### config.mk
export PLATFORM = sky130hd
export DESIGN_NAME = b_wordline_fifo
export DESIGN_NICKNAME = d
export VERILOG_FILES = /design/src/rtl/mixedInclude_package.sv /design/src/rtl/b_wordline_ptr.sv /design/src/rtl/b_wordline_fifo.sv
export SDC_FILE = /design/constraint.sdc
export NUM_CORES = 1
export LEC_CHECK = 0
export CORE_MARGIN = 8
export CORE_UTILIZATION = 50
export CTS_CLUSTER_SIZE = 25
export DETAILED_ROUTE_END_ITERATION = 10
export DONT_BUFFER_PORTS = 1
export GPL_TIMING_DRIVEN = 0
export PLACE_DENSITY_LB_ADDON = 0.3
export SLEW_MARGIN = 40
export SYNTH_ARGS = -nofsm -noshare
export SYNTH_HDL_FRONTEND = slang
export SYNTH_SLANG_ARGS = --single-unit
### constraint.sdc
create_clock -name clk -period 14 [get_ports clk]
set_clock_uncertainty 0.15 [all_clocks]
set_input_delay 2.8 -clock clk [delete_from_list [all_inputs] [get_ports clk]]
set_output_delay 2.8 -clock clk [all_outputs]
set_load 0.03 [all_outputs]
### src/rtl/mixedInclude_package.sv
// Shared definitions for the wordline FIFO slice.
// Provides the storage depth (BSIZE), the pointer/count width (BSIZE_LOG2),
// the pointer type, the FIFO state enum and the wrapping pointer-advance helper.
package mixedInclude_package;

  localparam int BSIZE      = 10;
  localparam int BSIZE_LOG2 = 4;

  typedef logic [BSIZE_LOG2-1:0] bptr_t;

  typedef enum logic [1:0] {
    EMPTY  = 2'd0,
    ACTIVE = 2'd1,
    FULL   = 2'd2
  } b_fifo_state_t;

  // Advance a pointer by one, wrapping from BSIZE-1 back to 0 so that the
  // unused codes BSIZE..2**BSIZE_LOG2-1 are never produced.
  function automatic bptr_t bptr_next(input bptr_t p);
    bptr_t n;
    if (p == bptr_t'(BSIZE - 1)) begin
      n = bptr_t'(0);
    end else begin
      n = p + bptr_t'(1);
    end
    return n;
  endfunction

endpackage

### src/rtl/b_wordline_ptr.sv
// Modulo-BSIZE wrap counter used for the FIFO read and write pointers.
// Ports:
//   clk   - clock, rising edge
//   rst_n - asynchronous active-low reset (pointer -> 0)
//   clr   - synchronous clear, wins over inc
//   inc   - advance by one, wrapping BSIZE-1 -> 0
//   ptr   - current pointer value
module b_wordline_ptr
  import mixedInclude_package::*;
(
  input  logic  clk,
  input  logic  rst_n,
  input  logic  clr,
  input  logic  inc,
  output bptr_t ptr
);

  bptr_t r_ptr;

  // Pointer register: clear beats increment.
  always_ff @(posedge clk or negedge rst_n) begin
    if (!rst_n) begin
      r_ptr <= bptr_t'(0);
    end else if (clr) begin
      r_ptr <= bptr_t'(0);
    end else if (inc) begin
      r_ptr <= bptr_next(r_ptr);
    end else begin
      r_ptr <= r_ptr;
    end
  end

  assign ptr = r_ptr;

endmodule

### src/rtl/b_wordline_fifo.sv
// Ten-entry first-word-fall-through wordline FIFO with EMPTY/ACTIVE/FULL
// control FSM and a synchronous flush.
// Optional feature macro: B_WORDLINE_FIFO_STATS_EN adds the high_water port.
// Ports:
//   clk, rst_n       - clock (rising edge) and async active-low reset
//   flush            - synchronous clear of pointers/count/state (storage kept)
//   push_valid/ready - write handshake, push_data is the entry written
//   pop_valid/ready  - read handshake, pop_data is the oldest entry
//   count            - number of entries held, 0..BSIZE
//   high_water       - (stats build only) max count seen since reset
module b_wordline_fifo
  import mixedInclude_package::*;
#(
  parameter int DATA_WIDTH = 32
) (
  input  logic                  clk,
  input  logic                  rst_n,
  input  logic                  flush,
  input  logic                  push_valid,
  output logic                  push_ready,
  input  logic [DATA_WIDTH-1:0] push_data,
  output logic                  pop_valid,
  input  logic                  pop_ready,
  output logic [DATA_WIDTH-1:0] pop_data,
  output logic [BSIZE_LOG2-1:0] count
`ifdef B_WORDLINE_FIFO_STATS_EN
  ,
  output logic [BSIZE_LOG2-1:0] high_water
`endif
);

  b_fifo_state_t         r_state;
  b_fifo_state_t         w_state_nxt;
  logic [BSIZE_LOG2-1:0] r_count;
  logic [DATA_WIDTH-1:0] r_mem [BSIZE];
  bptr_t                 w_wr_ptr;
  bptr_t                 w_rd_ptr;
  logic                  w_push;
  logic                  w_pop;

  // Handshakes depend only on state, so ready/valid never see the partner's inputs.
  assign w_push = push_valid && push_ready;
  assign w_pop  = pop_valid && pop_ready;

  b_wordline_ptr u_wr_ptr (
    .clk   (clk),
    .rst_n (rst_n),
    .clr   (flush),
    .inc   (w_push),
    .ptr   (w_wr_ptr)
  );

  b_wordline_ptr u_rd_ptr (
    .clk   (clk),
    .rst_n (rst_n),
    .clr   (flush),
    .inc   (w_pop),
    .ptr   (w_rd_ptr)
  );

  // FSM state register.
  always_ff @(posedge clk or negedge rst_n) begin
    if (!rst_n) begin
      r_state <= EMPTY;
    end else begin
      r_state <= w_state_nxt;
    end
  end

  // FSM next-state logic; flush overrides any handshake.
  always_comb begin
    w_state_nxt = r_state;
    if (flush) begin
      w_state_nxt = EMPTY;
    end else begin
      case (r_state)
        EMPTY: begin
          if (w_push) w_state_nxt = ACTIVE;
          else        w_state_nxt = EMPTY;
        end
        ACTIVE: begin
          if (w_push && !w_pop && (r_count == BSIZE_LOG2'(BSIZE - 1))) begin
            w_state_nxt = FULL;
          end else if (w_pop && !w_push && (r_count == BSIZE_LOG2'(1))) begin
            w_state_nxt = EMPTY;
          end else begin
            w_state_nxt = ACTIVE;
          end
        end
        FULL: begin
          if (w_pop) w_state_nxt = ACTIVE;
          else       w_state_nxt = FULL;
        end
        default: w_state_nxt = EMPTY;
      endcase
    end
  end

  // FSM outputs, decoded straight from the state register.
  always_comb begin
    push_ready = (r_state != FULL);
    pop_valid  = (r_state != EMPTY);
  end

  // Occupancy counter; simultaneous push and pop leaves it unchanged.
  always_ff @(posedge clk or negedge rst_n) begin
    if (!rst_n) begin
      r_count <= BSIZE_LOG2'(0);
    end else if (flush) begin
      r_count <= BSIZE_LOG2'(0);
    end else if (w_push && !w_pop) begin
      r_count <= r_count + BSIZE_LOG2'(1);
    end else if (w_pop && !w_push) begin
      r_count <= r_count - BSIZE_LOG2'(1);
    end else begin
      r_count <= r_count;
    end
  end

  // Entry storage: never reset and untouched by flush.
  always_ff @(posedge clk) begin
    if (w_push && !flush) begin
      r_mem[w_wr_ptr] <= push_data;
    end
  end

  assign count    = r_count;
  assign pop_data = r_mem[w_rd_ptr];

`ifdef B_WORDLINE_FIFO_STATS_EN
  logic [BSIZE_LOG2-1:0] r_high_water;

  // Peak occupancy, tracking the registered count so it lags by one cycle.
  always_ff @(posedge clk or negedge rst_n) begin
    if (!rst_n) begin
      r_high_water <= BSIZE_LOG2'(0);
    end else if (r_count > r_high_water) begin
      r_high_water <= r_count;
    end else begin
      r_high_water <= r_high_water;
    end
  end

  assign high_water = r_high_water;
`endif

endmodule

### After elaboration in Yosys (flattened, before gate mapping)

Memory sizes are Yosys's and may differ from the RTL's.
Index checks and enable logic that the tools add are counted.

* flip-flop bits (word level): 14
* bits of input ports: 37
* logic and storage cells: 48
* memory bits (writable): 320
* memories kept: 1

* mux-type cells: 17
* eq/ne operators: 7
* add/sub/neg operators: 4
* reductions and logical operators: 15

Memories
* r_mem: depth 10, width 32, read ports 1, clocked after Yosys merged registers in 0, write ports 1, line b_wordline_fifo.sv:35 `logic [DATA_WIDTH-1:0] r_mem [BSIZE];`

Operators by type and width (count)
* $mux W4: 9
* $add A4 B1 Y4 const B: 3
* $eq A4 B4 Y1 const B: 3
* $logic_and A1 B1 Y1: 7
* $mux W2: 3
* $pmux W2 S3: 1
* $reduce_bool A2 Y1: 3
* $eq A4 B1 Y1 const B: 1
* $mux W1: 4
* $sub A4 B1 Y4 const B: 1
* $logic_not A1 Y1: 3
* $reduce_bool A3 Y1: 1
* $eq A2 B1 Y1 const B: 1
* $eq A2 B2 Y1 const B: 1
* $logic_not A2 Y1: 1
* $ne A2 B2 Y1 const B: 1

### Depth between registers and ports, before layout

* depth after elaboration: 9
* gate-level depth with buffers: 7

### By module

A second synthesis with hierarchy kept.

* cells, all modules: 678
* area total of the unflattened synthesis: 13225.2 µm²

By module, submodules not included
* b_wordline_fifo: area each 12752.2 µm², times used 1, cells each 630
* b_wordline_ptr (u_rd_ptr): area each 237.7 µm², times used 1, cells each 24
* b_wordline_ptr (u_wr_ptr): area each 235.2 µm², times used 1, cells each 24

### Worst setup path before layout

Ideal clock, no wire load.

* kind: input to register
* from: in flush
* to: mem r_mem[6][0], enable pin
* data required time: 13348 ps
* arrival: 6367 ps
* setup slack: 6981 ps
* path buffers: 2
* stages on the path: 3
* path through: clkbuf_1 > clkbuf_1 > nor4_1

* word-level cells in the longest chain between the ends: 4

RTL lines
* from (decl): line b_wordline_fifo.sv:18 `input logic flush,`
* $logic_not A1 Y1: line b_wordline_fifo.sv:122 `if (w_push && !flush) begin`
* $logic_and A1 B1 Y1: line b_wordline_fifo.sv:122
* $mux W1: line b_wordline_fifo.sv:122
* $mux W1 (not written as such): line b_wordline_fifo.sv:123 `r_mem[w_wr_ptr] <= push_data;`
* to (decl): line b_wordline_fifo.sv:35

No other way between the ends.

### Worst setup path in the final report

* from: reg u_rd_ptr.r_ptr[2], in the netlist u_rd_ptr.ptr[2]
* to: out pop_data[16]

* word-level cells in the longest chain between the ends: 1

RTL lines
* from (decl): line b_wordline_ptr.sv:18 `bptr_t r_ptr;`
* from (signal assigned): line b_wordline_ptr.sv:23 `r_ptr <= bptr_t'(0);`
* from (signal assigned): line b_wordline_ptr.sv:25 `r_ptr <= bptr_t'(0);`
* from (signal assigned): line b_wordline_ptr.sv:27 `r_ptr <= bptr_next(r_ptr);`
* $mem_v2 Z10 W32
* to (decl): line b_wordline_fifo.sv:24 `output logic [DATA_WIDTH-1:0] pop_data,`

No other way between the ends.

==> impl_metrics.py <==
metrics = {
    "final_layout": {
        "syn_to_final_growth_pct": 15.3,
        "antennaDiodeCount": 0,
        "fin_nets": 844,
        "regArea_um2": 9960,
        "multi_input_area_um2": 3290,
        "fill_cells": 1840,
        "drive_above_1_share_pct": 33.3,
    },
    "global_routing": {
        "grt_pass1_vias": 7512,
        "track_usage_pct": 19.3,
        "grt_pass1_wl_mm": 45.8,
        "overflow": 0,
        "grt_max_degree": 23,
        "antenna_found_initial": 0,
    },
    "sta": {
        "slew_headroom_pct": 42.4,
        "slew_viol_final": 0,
        "worst_slew_pin_slew_ps": 859,
        "setup_viol": 0,
        "fin_setup_tns_ps": 0,
        "fmax_mhz": 168,
        "min_period_over_period_pct": 42.6,
        "hold_viol": 0,
        "rsz0062_at_grt": "false",
        "period_minus_slack_ps": 5960,
    },
    "cts": {
        "clock-sinks": 334,
        "clk_latency_ps": 560,
        "cts.clk_slew.worst_paths_ps": 60,
        "cts_tree": "built",
        "numCtsBuffers": 31,
        "root_buffer": "clkbuf_16",
        "post_cts_buffers": 0,
        "h-tree-depth": 1,
        "hold_buffers": 0,
        "cts.repair.resized": 0,
        "clk_path_buf_depth": 3,
    },
    "drt": {
        "wl_per_cell_um": 26.2,
        "routed.top_layer": "met4",
        "antenna_left": 0,
        "met2_length_mm": 15.7,
        "wl_met3_mm": 2.50,
        "wl_mm": 30.3,
        "first_pass_iters": 5,
        "drcViolationCount": 0,
        "vias": 6989,
        "drt_iter0_drc": 669,
        "wl_met1_mm": 11.5,
        "viasPerCell": 6.05,
    },
    "synth": {
        "synthDominantCellAreaShare_pct": 72.5,
        "synth_cell_types": 48,
        "synth_area_leader_cell": "edfxtp_1",
        "syn_nets": 774,
        "async_flop_share_pct": 4.19,
        "synth_edf_count": 320,
        "synth_warnings": 0,
        "ys_dominant_reg_cell": "edfxtp_1",
        "syn_inst": 732,
        "seq_area_frac_synth_pct": 75.1,
        "yosys-top-cells-count": "edfxtp_1 (320), mux2_2 (92), nor2_1 (48)",
        "netlist_top_cells_area": "edfxtp_1 (73%), mux2_2 (7.8%), mux4_2 (5.4%)",
        "syn_avg_cell_area_um2": 18.1,
        "ys_ff_latch": 334,
        "syn_area_um2": 13300,
        "synth.most_common_cell": "edfxtp_1",
    },
    "floorplanning": {
        "core_area_um2": 26100,
        "die_w_um": 179,
        "row_count": 59,
        "die-height_um": 179,
        "start_util_pct": 50.9,
        "die_area_um2": 32000,
        "io_pins": 75,
    },
    "placement": {
        "gp_congestion": 0.777,
        "portBuffers": 0,
        "hpwlAfterDp_mm": 20.2,
    },
    "worst_setup_path": {
        "crit_path_start_kind": "flip-flop",
        "cp.arrival_ps": 3010,
        "cp-end-kind": "output pin",
        "crit_type": "reg -> out",
        "required_ps": 11050,
        "critPathMaxFanout": 10,
    },
    "power": {
        "leakagePower_nw": 4.96,
        "ir_worst_vdd_mv": 0.0901,
        "power_density_nw_per_um2": 136,
        "total_power_w": 0.00208,
    },
    "worst_hold_path": {
        "hp-class": "reg -> reg",
    },
    "job": {
        "maxCapViolCount": 0,
    },
    "run_status": {
        "status": "finished clean",
    },
}
[registers in the layout (all words and copies together), names as in the netlist]
name	flops
u_rd_ptr.ptr	4
r_state	2
count	4
r_mem	320
u_wr_ptr.ptr	4
[layout make-up]
type | instances | share of cell area [%]
repair buffers | 37 | 2.70
multi-input cells | 348 | 21.5
flip-flops and latches | 334 | 65.2
clock buffers | 38 | 5.31
clock inverters | 14 | 1.02
plain buffers | 43 | 1.32
well taps | 335 | 2.74
inverters | 7 | 0.188
[worst max-delay path, stage by stage, from the launching register on]
cell and delay (ps):
dfrtp_1 380, clkbuf_1 270, nand2_1 260, clkbuf_1 600, o22ai_1 210, o31ai_2 730
[per-stage QoR]
step / hold slack, ps / cells / instance area (µm²) / worst slack, ps / utilization [%]
2_1_floorplan: 412 / 732 / 13300 / 6980 / -
3_5_place_dp: 467 / 1104 / 14300 / 8570 / 54.9
6_report: 483 / 1156 / 15300 / 8040 / 58.6
4_1_cts: 477 / 1156 / 15300 / 8060 / 58.6
3_3_place_gp: 425 / 1067 / 13700 / 4020 / 52.5
5_1_grt: 543 / 1156 / 15300 / 7890 / 58.6
[logic make-up (layout without fill, tap and decap cells)]
logic type,count (synthesis),in the layout,synth area share (%)
fa+ha+maj,5,5,0.472
flops,334,334,75.1
simple gates,125,125,4.28
xor+xnor,3,3,0.198
compound gates,84,84,4.36
mux,131,131,13.8
buf+inv,50,139,1.72
[final timing paths]
kind / from / endpoint / slack, ps / cells past startpoint
worst max-delay path: u_rd_ptr.ptr[2] / pop_data[16] / 8040 / 5
worst min-delay path: u_wr_ptr.ptr[1] / u_wr_ptr.ptr[1] / 480 / 2
worst max register to register: r_state[0] / r_mem[0][19] / 10900 / 8
worst min register to register: u_wr_ptr.ptr[1] / u_wr_ptr.ptr[1] / 480 / 2
max in group asynchronous: rst_n / u_rd_ptr.ptr[2] / 11850 / 0
min in group asynchronous: rst_n / r_state[0] / 1770 / 0
[layer usage]
| metal | global-route usage (%) | up-vias |
|---|---|---|
| met5 | 0 | - |
| met4 | 5.68 | 0 |
| met3 | 4.57 | 54 |
| met2 | 33.7 | 277 |
| met1 | 23.4 | 3608 |
| li1 | - | 3050 |
[cell usage in the layout, fill, tap and decap left out, types with 4 or more instances in the layout]
master       n
a21oi_1      6
buf_16       7
buf_2       31
buf_4       15
clkbuf_1    24
clkbuf_16   31
clkinv_2     6
dfrtp_1     14
edfxtp_1   320
ha_1         5
inv_1        6
mux2_1       5
mux2_2      92
mux4_2      32
nand2_1     41
nand3_1      4
nor2_1      44
nor2_4       4
o22ai_1     32
o31ai_2     32
[power breakdown]
group / leakage (nW) / switching [W] / total (W) / internal (W)
combinational: 1.41 / 0.0000851 / 0.000144 / 0.0000588
clock: 0.473 / 0.000349 / 0.000814 / 0.000465
sequential: 3.08 / 0.0000108 / 0.00112 / 0.00111
total: 4.96 / 0.000445 / 0.00208 / 0.00163
Power figures use the tool's default switching activity.
